### src/rtl/alu_exec_pipe.sv
// Execute stage around the combinational ALU: operand register (S1),
// result register (S2) and one-entry result forwarding.
module alu_exec_pipe #(
    parameter int W    = 16,
    parameter int TAGW = 3
) (
    input  logic            clk,
    input  logic            rst_n,
    input  logic            in_valid,
    output logic            in_ready,
    input  logic [5:0]      in_op,
    input  logic [W-1:0]    in_x,
    input  logic [W-1:0]    in_y,
    input  logic            in_fwd_x,
    input  logic            in_fwd_y,
    input  logic [TAGW-1:0] in_dst,
    output logic            alu_zx,
    output logic            alu_nx,
    output logic            alu_zy,
    output logic            alu_ny,
    output logic            alu_f,
    output logic            alu_no,
    output logic [W-1:0]    alu_x,
    output logic [W-1:0]    alu_y,
    output logic            alu_enable,
    input  logic [W-1:0]    alu_out,
    output logic            out_valid,
    input  logic            out_ready,
    output logic [W-1:0]    out_data,
    output logic [TAGW-1:0] out_dst,
    output logic            out_zr,
    output logic            out_ng,
    output logic [15:0]     op_count
);

    logic            s1_valid_q, s1_valid_d;
    logic [5:0]      s1_op_q, s1_op_d;
    logic [W-1:0]    s1_x_q, s1_x_d;
    logic [W-1:0]    s1_y_q, s1_y_d;
    logic [TAGW-1:0] s1_dst_q, s1_dst_d;

    logic            s2_valid_q, s2_valid_d;
    logic [W-1:0]    s2_data_q, s2_data_d;
    logic [TAGW-1:0] s2_dst_q, s2_dst_d;
    logic            s2_zr_q, s2_zr_d;
    logic            s2_ng_q, s2_ng_d;

    logic [W-1:0]    last_q, last_d;
    logic [15:0]     cnt_q, cnt_d;

    logic            s2_adv;
    logic            s1_load;
    logic [W-1:0]    fwd_val;

    // in_ready deliberately depends combinationally on out_ready
    always_comb begin
        s2_adv   = s1_valid_q & (~s2_valid_q | out_ready);
        in_ready = ~s1_valid_q | s2_adv;
        s1_load  = in_valid & in_ready;
    end

    // Youngest result wins: op in S1, then S2, then last retired
    always_comb begin
        if (s1_valid_q)
            fwd_val = alu_out;
        else if (s2_valid_q)
            fwd_val = s2_data_q;
        else
            fwd_val = last_q;
    end

    always_comb begin
        s1_valid_d = s1_valid_q;
        s1_op_d    = s1_op_q;
        s1_x_d     = s1_x_q;
        s1_y_d     = s1_y_q;
        s1_dst_d   = s1_dst_q;
        if (s1_load) begin
            s1_valid_d = 1'b1;
            s1_op_d    = in_op;
            s1_x_d     = in_fwd_x ? fwd_val : in_x;
            s1_y_d     = in_fwd_y ? fwd_val : in_y;
            s1_dst_d   = in_dst;
        end else if (s2_adv) begin
            s1_valid_d = 1'b0;
        end
    end

    always_comb begin
        s2_valid_d = s2_valid_q;
        s2_data_d  = s2_data_q;
        s2_dst_d   = s2_dst_q;
        s2_zr_d    = s2_zr_q;
        s2_ng_d    = s2_ng_q;
        last_d     = last_q;
        if (s2_adv) begin
            s2_valid_d = 1'b1;
            s2_data_d  = alu_out;
            s2_dst_d   = s1_dst_q;
            s2_zr_d    = (alu_out == '0);
            s2_ng_d    = alu_out[W-1];
            last_d     = alu_out;
        end else if (s2_valid_q & out_ready) begin
            s2_valid_d = 1'b0;
        end
    end

    always_comb begin
        cnt_d = cnt_q;
        if (s2_valid_q & out_ready)
            cnt_d = cnt_q + 16'd1;
    end

    always_ff @(posedge clk) begin
        if (!rst_n) begin
            s1_valid_q <= 1'b0;
            s1_op_q    <= '0;
            s1_x_q     <= '0;
            s1_y_q     <= '0;
            s1_dst_q   <= '0;
            s2_valid_q <= 1'b0;
            s2_data_q  <= '0;
            s2_dst_q   <= '0;
            s2_zr_q    <= 1'b0;
            s2_ng_q    <= 1'b0;
            last_q     <= '0;
            cnt_q      <= '0;
        end else begin
            s1_valid_q <= s1_valid_d;
            s1_op_q    <= s1_op_d;
            s1_x_q     <= s1_x_d;
            s1_y_q     <= s1_y_d;
            s1_dst_q   <= s1_dst_d;
            s2_valid_q <= s2_valid_d;
            s2_data_q  <= s2_data_d;
            s2_dst_q   <= s2_dst_d;
            s2_zr_q    <= s2_zr_d;
            s2_ng_q    <= s2_ng_d;
            last_q     <= last_d;
            cnt_q      <= cnt_d;
        end
    end

    assign alu_zx     = s1_op_q[5];
    assign alu_nx     = s1_op_q[4];
    assign alu_zy     = s1_op_q[3];
    assign alu_ny     = s1_op_q[2];
    assign alu_f      = s1_op_q[1];
    assign alu_no     = s1_op_q[0];
    assign alu_x      = s1_x_q;
    assign alu_y      = s1_y_q;
    assign alu_enable = s1_valid_q;

    assign out_valid  = s2_valid_q;
    assign out_data   = s2_data_q;
    assign out_dst    = s2_dst_q;
    assign out_zr     = s2_zr_q;
    assign out_ng     = s2_ng_q;
    assign op_count   = cnt_q;

endmodule

### config.mk
export PLATFORM = sky130hd
export DESIGN_NAME = alu_exec_pipe
export DESIGN_NICKNAME = d
export VERILOG_FILES = /design/src/rtl/alu_exec_pipe.sv
export SDC_FILE = /design/constraint.sdc
export NUM_CORES = 1
export LEC_CHECK = 0
export ABC_AREA = 0
export CORE_MARGIN = 2
export CORE_UTILIZATION = 48
export CTS_CLUSTER_DIAMETER = 120
export CTS_CLUSTER_SIZE = 12
export DETAILED_ROUTE_END_ITERATION = 12
export GPL_ROUTABILITY_DRIVEN = 1
export PLACE_DENSITY = 0.85
export SYNTH_ARGS = -nofsm -noshare
export SYNTH_HDL_FRONTEND = slang
export SYNTH_SLANG_ARGS = --single-unit
export TNS_END_PERCENT = 1
### constraint.sdc
create_clock -name clk -period 3.89 [get_ports clk]
set_input_delay 0.778 -clock clk [delete_from_list [all_inputs] [get_ports clk]]
set_output_delay 0.778 -clock clk [all_outputs]
set_load 0.01 [all_outputs]
==> out/metrics.cfg <==
[clock_tree]
clockBufferDepth=2
cts.clk_slew.worst_paths_ns=0.08
cts.repair.resized=0
cts_buffers=9
cts_htree_levels=3
post_cts_buffers=0
clock-sinks=79
cts_root_buffer=clkbuf_8
clk_latency_ns=0.35
tritoncts=built
cts_hold_buf=0

[finish]
nets=609
drive_gt1_frac=0.1200
nFillCells=630
area_delta_synth_final_pct=39.16
n_antenna_cell=0
fin_util=0.6927

[route]
post-route-drc-count=0
met1Wirelength_um=4497
met3_length_um=627
first_iter_violations=142
ant_nets=0
firstDrtPassIters=4
wl_per_cell_um=15.71
num_vias=3398
wirelength_um=10240
top_layer=met4
viasPerCell=5.212
wl_met2_um=4963

[worst_setup_path]
slowest_stage=clkdlybuf4s50_1
cp.required_ns=3.11
worstSetupEndpointType=output pin
crit_family=buffers and inverters
critical_path.startpoint=out_ready
path_cells=clkdlybuf4s50_1, nand3b_2, clkdlybuf4s50_1
cp_max_fo=6
cp_data_arrival_time_ns=2.16
crit_type=input pin to output pin
cp-start-kind=input pin
cp_slowest_stage_delay_ns=0.62
worst_path_most_repeated_cell=clkdlybuf4s50_1
crit_buf_inv=2
r2r-start=alu_enable$_SDFFE_PN0P_

[placed_design]
io_buffers=140
place.gp.congestion=0.8160
dpl.hpwl_um=7189

[timing]
post-route-period-util=0.7546
slew_headroom=0.1535
fmax_mhz=340.7
slew_violations=0
skew_ns=0.01107
min_period_ns=2.935
tightest_slew_ns=1.266
final.setup.tns_ns=0
hold_viol=0
rsz0062_at_grt=false
setup_viol=0

[yosys]
yosysSeqAreaShare=0.4091
synthFlopType=dfxtp_1
synthArstFlopShare=0
synthDistinctLibCells=36
synth_area_mm2=0.003866
avgSynthCellArea_um2=9.162
syn_inst=422
ys_ff_latch=79
syn_nets=486
yosysWarnings=0
synth_edf_count=0

[power_and_ir_drop]
total_power_mw=1.792
vdd_ir_drop_max_uv=204.1
power.leakage_nw=2.000
power.density_mw_per_mm2=333.1

[floorplan]
fp.dieW_um=93.75
ios=141
num_rows=32
core_mm2=0.007767
die_area_mm2=0.008788
initial_core_util=0.4977
dieHeight_um=93.75

[worst_hold_path]
hold_class=flip-flop to flip-flop
worstHoldStart=alu_x[14]$_SDFFE_PN0P_

[global_route]
grt_max_degree=81
antenna_found_initial=0
grt_pass1_vias=3313
overflow=0
track_usage=0.2361
grt_pass1_wl_um=16260

[job]
cap_viol_max_count=0

[status]
outcome=complete, no violations

## kinds of logic after synthesis
family,Yosys count,synth area share
simple gates,175,0.2168
xor+xnor,11,0.02492
compound gates,102,0.2385
fa+ha+maj,1,0.003236
buf+inv,37,0.06343
flops,79,0.4091
mux,17,0.04401
## Yosys cell counts (2+ instances only)
| master | number | area share |
|---|---|---|
| dfxtp_1 | 79 | 0.41 |
| a21boi_0 | 31 | 0.060 |
| a21boi_1 | 19 | 0.037 |
| nor4_1 | 4 | 0.0065 |
| nor3_1 | 4 | 0.0052 |
| a21boi_2 | 17 | 0.050 |
| o21ai_0 | 3 | 0.0039 |
| clkbuf_1 | 11 | 0.011 |
| inv_1 | 6 | 0.0058 |
| mux2i_1 | 17 | 0.044 |
| buf_4 | 3 | 0.0058 |
| xnor2_1 | 4 | 0.0091 |
| or3_1 | 3 | 0.0049 |
| nand2_1 | 131 | 0.13 |
| nand2b_1 | 2 | 0.0032 |
| xor2_1 | 7 | 0.016 |
| nor4_2 | 2 | 0.0065 |
| nand4_2 | 3 | 0.0097 |
| nor4_4 | 2 | 0.011 |
| buf_12 | 3 | 0.016 |
| and2_1 | 12 | 0.019 |
| buf_8 | 2 | 0.0078 |
| o211ai_2 | 20 | 0.065 |
| nor2_1 | 2 | 0.0019 |
| buf_2 | 10 | 0.013 |
| o211ai_1 | 12 | 0.023 |
| nand3_1 | 4 | 0.0052 |
## layout make-up
cell class / count / area, um2 / share of cell area
repair buffers: 143 / 1419 / 0.2637
clock buffers: 11 / 131.4 / 0.02442
clock inverters: 5 / 58.81 / 0.01093
multi-input cells: 306 / 2039 / 0.3791
flip-flops and latches: 79 / 1582 / 0.2940
inverters: 6 / 22.52 / 0.004186
well taps: 102 / 127.6 / 0.02372
## metal layers
metal,up-vias,GRT usage
li1,1681,-
met1,1605,0.3068
met4,0,0.08213
met2,102,0.3899
met5,-,0
met3,10,0.04815
## worst register-to-register path, stage by stage, from the launching register on
cell and delay [ns]:
dfxtp_1 0.32, buf_4 0.31, and2_1 0.67, nand2_1 0.13
a21boi_0 0.20
## state kept, by name (all words and copies together) (netlist names)
| signal | count |
|---|---|
| s1_op_q | 6 |
| out_ng | 1 |
| out_valid | 1 |
| alu_enable | 1 |
| last_q | 15 |
| alu_x | 16 |
| out_dst | 3 |
| s1_dst_q | 3 |
| alu_y | 16 |
| op_count | 16 |
| out_zr | 1 |
## stage by stage
| step | std cells | setup WS [ns] | hold WS [ns] | area [um2] |
|---|---|---|---|---|
| after detailed placement | 636 | 0.9491 | 0.4413 | 5190 |
| after global routing | 652 | 0.9136 | 0.4839 | 5380 |
| after global placement | 636 | 0.9979 | 0.4365 | 5190 |
| final | 652 | 0.9547 | 0.4544 | 5380 |
| after CTS | 652 | 0.9581 | 0.4522 | 5380 |
| after floorplan | 422 | 2.099 | 0.4412 | 3866 |
## cell usage in the layout, fill, tap and decap left out, types with 2 or more instances in the layout
cell / Yosys / final
a21boi_0: 31 / 31
a21boi_1: 19 / 19
or3_1: 3 / 3
o211ai_1: 12 / 12
nor4_4: 2 / 2
nor2_1: 2 / 2
a21boi_2: 17 / 17
nor4_2: 2 / 2
clkbuf_1: 11 / 2
buf_4: 3 / 3
o211ai_2: 20 / 20
o21ai_0: 3 / 3
clkdlybuf4s50_1: 0 / 139
and2_1: 12 / 12
clkinvlp_4: 0 / 2
clkbuf_8: 0 / 9
dfxtp_1: 79 / 79
mux2i_1: 17 / 17
xnor2_1: 4 / 4
nor4_1: 4 / 4
nand3_1: 4 / 4
nand4_2: 3 / 3
xor2_1: 7 / 7
nand2b_1: 2 / 2
nand2_1: 131 / 131
nor3_1: 4 / 4
inv_1: 6 / 6
## where the power goes
group | switching, mW | internal, mW | total, mW | leakage, nW
logic | 0.151 | 0.174 | 0.324 | 1.26
registers | 0.0219 | 0.845 | 0.867 | 0.646
clock network | 0.304 | 0.297 | 0.601 | 0.0895
total | 0.476 | 1.32 | 1.79 | 2.00
## path summary, 6_finish.rpt
kind	to	slack, ns	cells past startpoint
max	in_ready	0.95	3
min	alu_x[14]$_SDFFE_PN0P_	0.45	2
max reg2reg	last_q[9]$_SDFFE_PN0P_	2.17	4
min reg2reg	alu_x[14]$_SDFFE_PN0P_	0.45	2
Power figures use the tool's default switching activity.
